File: src/rtl/l2_cache_param.sv
`default_nettype none
// ============================================================================
// Module  : l2_cache_param
// Purpose : Write-back, write-allocate N-way set-associative L2 with tree PLRU.
// Rev     : 1.0  initial release
// ============================================================================
module l2_cache_param #(
  parameter int WAYS   = 4,
  parameter int SETS   = 8,
  parameter int ADDR_W = 16,
  parameter int LINE_W = 128
) (
  input  logic              clk,
  input  logic              rst,
  input  logic              mem_read,
  input  logic              mem_write,
  input  logic [ADDR_W-1:0] mem_address,
  input  logic [LINE_W-1:0] mem_wdata,
  output logic              mem_resp,
  output logic [LINE_W-1:0] mem_rdata,
  output logic              pmem_read,
  output logic              pmem_write,
  output logic [ADDR_W-1:0] pmem_address,
  output logic [LINE_W-1:0] pmem_wdata,
  input  logic              pmem_resp,
  input  logic [LINE_W-1:0] pmem_rdata,
  output logic              eviction,
  output logic              l2hits_inc,
  output logic              l2misses_inc
);

  localparam int OFFS  = $clog2(LINE_W / 8);
  localparam int IDX   = $clog2(SETS);
  localparam int TAG   = ADDR_W - IDX - OFFS;
  localparam int WAY_W = $clog2(WAYS);

  typedef enum logic [1:0] {
    S_IDLE      = 2'd0,
    S_LOOKUP    = 2'd1,
    S_WRITEBACK = 2'd2,
    S_FILL      = 2'd3
  } state_e;

  state_e            state_q, state_d;
  logic [ADDR_W-1:0] addr_q;
  logic [LINE_W-1:0] wdata_q;
  logic              write_q;
  logic              refill_q, refill_d;
  logic [WAY_W-1:0]  victim_q, victim_d;

  logic [WAYS-1:0]   valid_q [SETS];
  logic [WAYS-1:0]   dirty_q [SETS];
  logic [WAYS-2:0]   plru_q  [SETS];
  logic [TAG-1:0]    tag_q   [SETS][WAYS];
  logic [LINE_W-1:0] data_q  [SETS][WAYS];

  logic [IDX-1:0]    w_idx;
  logic [TAG-1:0]    w_tag;
  logic [WAYS-1:0]   w_hit;
  logic [WAY_W-1:0]  w_hit_way;
  logic [WAY_W-1:0]  w_inv_way;
  logic              w_inv_found;
  logic [WAYS-2:0]   w_plru_cur;
  logic [WAYS-2:0]   w_plru_upd;
  logic [WAY_W-1:0]  w_plru_vic;
  logic [WAY_W-1:0]  w_victim_sel;
  logic              w_capture;
  logic              w_hit_we;
  logic              w_fill_we;

  assign w_idx = addr_q[OFFS +: IDX];
  assign w_tag = addr_q[OFFS+IDX +: TAG];

  for (genvar w = 0; w < WAYS; w++) begin : g_hit
    assign w_hit[w] = valid_q[w_idx][w] && (tag_q[w_idx][w] == w_tag);
  end

  always_comb begin
    w_hit_way   = '0;
    w_inv_way   = '0;
    w_inv_found = 1'b0;
    for (int w = 0; w < WAYS; w++) begin
      if (w_hit[w]) w_hit_way = WAY_W'(w);
      if (!w_inv_found && !valid_q[w_idx][w]) begin
        w_inv_way   = WAY_W'(w);
        w_inv_found = 1'b1;
      end
    end
  end

  // Heap-ordered tree: node n has children 2n+1 (bit 0, lower half) and 2n+2.
  always_comb begin
    int node;
    w_plru_cur = plru_q[w_idx];
    w_plru_upd = w_plru_cur;
    w_plru_vic = '0;
    node = 0;
    for (int l = 0; l < WAY_W; l++) begin
      w_plru_vic[WAY_W-1-l] = w_plru_cur[node];
      node = 2 * node + 1 + int'(w_plru_cur[node]);
    end
    node = 0;
    for (int l = 0; l < WAY_W; l++) begin
      w_plru_upd[node] = ~w_hit_way[WAY_W-1-l];
      node = 2 * node + 1 + int'(w_hit_way[WAY_W-1-l]);
    end
  end

  assign w_victim_sel = w_inv_found ? w_inv_way : w_plru_vic;

  always_comb begin
    state_d      = state_q;
    refill_d     = refill_q;
    victim_d     = victim_q;
    w_capture    = 1'b0;
    w_hit_we     = 1'b0;
    w_fill_we    = 1'b0;
    mem_resp     = 1'b0;
    mem_rdata    = '0;
    pmem_read    = 1'b0;
    pmem_write   = 1'b0;
    pmem_address = '0;
    pmem_wdata   = '0;
    eviction     = 1'b0;
    l2hits_inc   = 1'b0;
    l2misses_inc = 1'b0;
    if (!rst) begin
      case (state_q)
        S_IDLE: begin
          if (mem_read || mem_write) begin
            w_capture = 1'b1;
            refill_d  = 1'b0;
            state_d   = S_LOOKUP;
          end
        end
        S_LOOKUP: begin
          if (|w_hit) begin
            mem_resp   = 1'b1;
            w_hit_we   = 1'b1;
            l2hits_inc = !refill_q;
            if (!write_q) mem_rdata = data_q[w_idx][w_hit_way];
            state_d    = S_IDLE;
          end else begin
            l2misses_inc = 1'b1;
            victim_d     = w_victim_sel;
            if (valid_q[w_idx][w_victim_sel] && dirty_q[w_idx][w_victim_sel])
              state_d = S_WRITEBACK;
            else
              state_d = S_FILL;
          end
        end
        S_WRITEBACK: begin
          pmem_write   = 1'b1;
          eviction     = 1'b1;
          pmem_address = {tag_q[w_idx][victim_q], w_idx, {OFFS{1'b0}}};
          pmem_wdata   = data_q[w_idx][victim_q];
          if (pmem_resp) state_d = S_FILL;
        end
        S_FILL: begin
          pmem_read    = 1'b1;
          pmem_address = {w_tag, w_idx, {OFFS{1'b0}}};
          if (pmem_resp) begin
            w_fill_we = 1'b1;
            refill_d  = 1'b1;
            state_d   = S_LOOKUP;
          end
        end
        default: state_d = S_IDLE;
      endcase
    end
  end

  always_ff @(posedge clk) begin
    if (rst) begin
      state_q  <= S_IDLE;
      refill_q <= 1'b0;
      victim_q <= '0;
      addr_q   <= '0;
      wdata_q  <= '0;
      write_q  <= 1'b0;
      for (int s = 0; s < SETS; s++) begin
        valid_q[s] <= '0;
        dirty_q[s] <= '0;
        plru_q[s]  <= '0;
      end
    end else begin
      state_q  <= state_d;
      refill_q <= refill_d;
      victim_q <= victim_d;
      if (w_capture) begin
        addr_q  <= mem_address;
        wdata_q <= mem_wdata;
        write_q <= mem_write;
      end
      if (w_hit_we) begin
        plru_q[w_idx] <= w_plru_upd;
        if (write_q) dirty_q[w_idx][w_hit_way] <= 1'b1;
      end
      if (w_fill_we) begin
        valid_q[w_idx][victim_q] <= 1'b1;
        dirty_q[w_idx][victim_q] <= 1'b0;
      end
    end
  end

  // Tag and data storage carry no reset; valid bits qualify them.
  always_ff @(posedge clk) begin
    if (w_hit_we && write_q) data_q[w_idx][w_hit_way] <= wdata_q;
    if (w_fill_we) begin
      data_q[w_idx][victim_q] <= pmem_rdata;
      tag_q[w_idx][victim_q]  <= w_tag;
    end
  end

endmodule
`default_nettype wire

File: config.mk
export PLATFORM = sky130hd
export DESIGN_NAME = l2_cache_param
export DESIGN_NICKNAME = d
export VERILOG_FILES = /design/src/rtl/l2_cache_param.sv
export SDC_FILE = /design/constraint.sdc
export NUM_CORES = 2
export LEC_CHECK = 0
export CORE_MARGIN = 2
export CORE_UTILIZATION = 55
export DETAILED_ROUTE_END_ITERATION = 16
export GPL_TIMING_DRIVEN = 0
export HOLD_SLACK_MARGIN = 0.05
export PLACE_DENSITY = 0.72
export SYNTH_ARGS = -nofsm -noshare
export SYNTH_HDL_FRONTEND = slang
export SYNTH_MEMORY_MAX_BITS = 65536
export SYNTH_SLANG_ARGS = --single-unit
File: constraint.sdc
create_clock -name clk -period 11.5 [get_ports clk]
set_input_delay 2.3 -clock clk [delete_from_list [all_inputs] [get_ports clk]]
set_output_delay 2.3 -clock clk [all_outputs]
set_load 0.02 [all_outputs]
==> key figures <==
Floorplanning
  • DIE AREA: 0.348 mm²
  • IO Pins: 555
  • Cell Rows: 215
  • Initial core utilization: 0.552
  • Die Wd: 590 µm
  • Die Height: 590 µm
  • Core ar.: 0.342 mm²

Setup path
  • Worst Path Required: 9.20 ns
  • Setup crit end kind: primary output
  • Worst-path maximum fanout: 12
  • Kind of critical path: reg -> out
  • Crit path arrival time: 8.92 ns
  • Startpoint Class: flop

Job
  • Max Cap Viol: 5

Logic synthesis
  • Count leader, synth: edfxtp_1
  • Syn Area/Cell: 19.5 µm²
  • Post-synth ARST share: 0
  • Netlist cell types: 62
  • Top_reg_cell synth: edfxtp_1
  • Simple-gate share of the synthesized area: 0.0294
  • Main area contributors after synthesis: edfxtp_1 (71%), mux4_2 (15%), mux2i_1 (3.2%)
  • Multiplexer area fraction after synthesis: 0.202
  • Post-Syn Instances: 9674
  • Synthesis-stage register bit count: 4621
  • Post-Synth Adder-Cell Area: 0.000265
  • Dominant cell type by area after synthesis: edfxtp_1
  • Largest family of logic cells by synthesized area: multiplexers
  • YS warnings: 0
  • Seq/Total Area, Yosys: 0.725
  • Post-synth EDFFs: 4440
  • Synth Area in XOR/XNOR: 0.00111
  • Commonest cells post-synth: edfxtp_1 (4440), mux4_2 (1222), nand2_1 (815), mux2i_1 (597), mux2_2 (405)
  • Top cell type's share of synthesized area: 0.706
  • Synth Cell Area: 0.189 mm²
  • Synth Area in Compound Gates: 0.0258

Route
  • Final WL: 594 mm
  • Drt pass-1 iters: 7
  • Drt drc: 0
  • Drt wl/cell: 37.2 µm
  • 1st-iter DRT viols: 16999
  • Via density: 6.79
  • Final ANT Viol Nets: 0
  • Vias: 108596

Clock tree
  • CTS tree: done
  • # H-tree levels: 5
  • Clk Tree Root Cell: clkbuf_16
  • CTS Buffer Depth: 4
  • Clk slew on worst S/H paths: 0.06 ns
  • Num CTS Buffers: 452
  • Post-cts resize count: 0
  • Worst-Skew Late Latency: 1.02 ns
  • Setup Buffers After CTS: 0
  • Clk sink count: 4621
  • Post-cts hold buffer count: 0

Status
  • Status: complete, but fails checks
  • Violated checks: capacitance limit, slew limit

Final layout
  • Fraction of layout cells with a size suffix above 1: 0.259
  • Area growth syn-to-layout: 17.2%
  • Final net count: 11211

STA
  • Tcrit/Tclk final: 0.976
  • Number of hold violations in the final report: 0
  • Tmin final: 11.22 ns
  • Endpoints failing setup: 0
  • Clock skew: 0.0587 ns
  • RSZ-0062 raised after global routing: no
  • Worst Tran Pin Value: 1.67 ns
  • Setup TNS: 0 ns
  • Final Max Tran Viols: 44
  • Slew margin rel.: -0.113
  • Max Freq: 89.1 MHz

Placement
  • Post-DP HPWL: 412 mm
  • Routability cong.: 0.921
  • # port buffers: 546

Global routing
  • GRT overflow: 0
  • Overall Global Routing Usage: 0.339
  • Initial antenna violation count: 71
  • Number of global-route vias before repair: 105134
  • First-pass GRT wire length: 813 mm
  • Largest net degree at the start of global routing: 38

Hold path
  • Worst Hold Class: reg -> reg
  • Worst hold path startpoint: valid_q[1][0]

Power
  • Clock power frac: 0.371
  • Comb power frac: 0.150
  • NetSw: 0.0105 W
  • Flop pwr share: 0.478
  • Sw frac: 0.259
  • Power density cells: 184 mW/mm²
  • Peak supply drop: 0.143 mV
  • Leak: 73.4 nW
  • Pint: 0.0301 W
  • Total Power: 0.0406 W
## cells by family (layout without fill, tap and decap cells)
| logic type | after synthesis | count (layout) |
|---|---|---|
| flops | 4621 | 4621 |
| mux | 2225 | 2225 |
| simple gates | 1308 | 1308 |
| compound gates | 785 | 785 |
| buf+inv | 706 | 2352 |
| xor+xnor | 24 | 24 |
| fa+ha+maj | 4 | 4 |
| other cells | 1 | 111 |
## final cells by class
class                           count  area (µm²)
Antenna cell                      107         268
Buffer                            661        2950
Clock buffer                      571       12200
Clock inverter                    276        2840
Fill cell                       22421      121000
Inverter                           45         169
Multi-Input combinational cell   4350       49200
Sequential cell                  4621      137000
Tap cell                         4557        5700
Timing Repair Buffer              799       11000
## power groups by stage
stage,combinational (W),clock [W],sequential (W)
after CTS,0.00602,0.0151,0.0194
after detailed placement,0.00599,0,0.0198
after floorplan,0.00378,0,0.0196
after global routing,0.00638,0.0157,0.0194
after global placement,0.00576,0,0.0198
final,0.00611,0.0151,0.0194
## registers in the layout, indices dropped and copies added (netlist names), named ones only
name / cells
addr_q: 12
data_q: 4096
dirty_q: 32
plru_q: 24
refill_q: 1
state_q: 2
tag_q: 288
valid_q: 32
victim_q: 2
wdata_q: 128
write_q: 1
## worst max-delay path, cell delays in order (launching register included)
cell             delay (ns)
dfxtp_1                0.31
buf_2                  0.25
buf_2                  0.39
buf_1                  0.68
mux4_2                 0.44
mux2i_1                0.32
xnor2_1                0.21
or3_1                  0.15
clkbuf_1               0.93
o211a_2                0.81
buf_2                  1.06
clkbuf_1               0.65
nand2b_1               0.11
a21oi_1                0.71
clkdlybuf4s50_1        0.75
## worst paths after layout
path / end / slack [ns] / cells after the start
max: mem_rdata[123] / 0.28 / 14
min reg2reg: valid_q[1][0] / 0.47 / 2
max reg2reg: data_q[6][458] / 4.25 / 16
min: valid_q[1][0] / 0.47 / 2
## cells in the final DEF (no fill, tap or decap), drive strengths merged, types with 62 or more instances in the layout
cell type / count
mux4: 1222
a211oi: 145
mux2i: 598
buf: 596
nor3: 65
nand2: 816
a21oi: 268
edfxtp: 4440
nor2: 214
clkinv: 190
clkdlybuf4s50: 546
clkbuf: 889
diode: 107
o22ai: 62
mux2: 405
o31ai: 115
dfxtp: 181
o21ai: 138
nand2b: 119
## through the flow
step / setup WS (ns) / util / area (µm²) / instances / hold WS [ns]
final: 0.277 / 0.647 / 221000 / 15987 / 0.469
after global routing: 0.763 / 0.646 / 221000 / 15920 / 0.485
after CTS: 0.358 / 0.646 / 221000 / 15879 / 0.464
after detailed placement: 1.43 / 0.602 / 206000 / 15032 / 0.455
after global placement: -12.65 / 0.584 / 200000 / 14780 / 0.443
after floorplan: 0.973 / - / 189000 / 9677 / 0.437
## layer usage
layer	vias to the layer above	global-route usage	wire length [µm]
met1	56070	0.455	204000
li1	42164	-	-
met5	-	0	124
met2	8780	0.506	271000
met3	1560	0.101	86300
met4	22	0.174	33300
No activity file was read; power rests on OpenSTA's default activity.
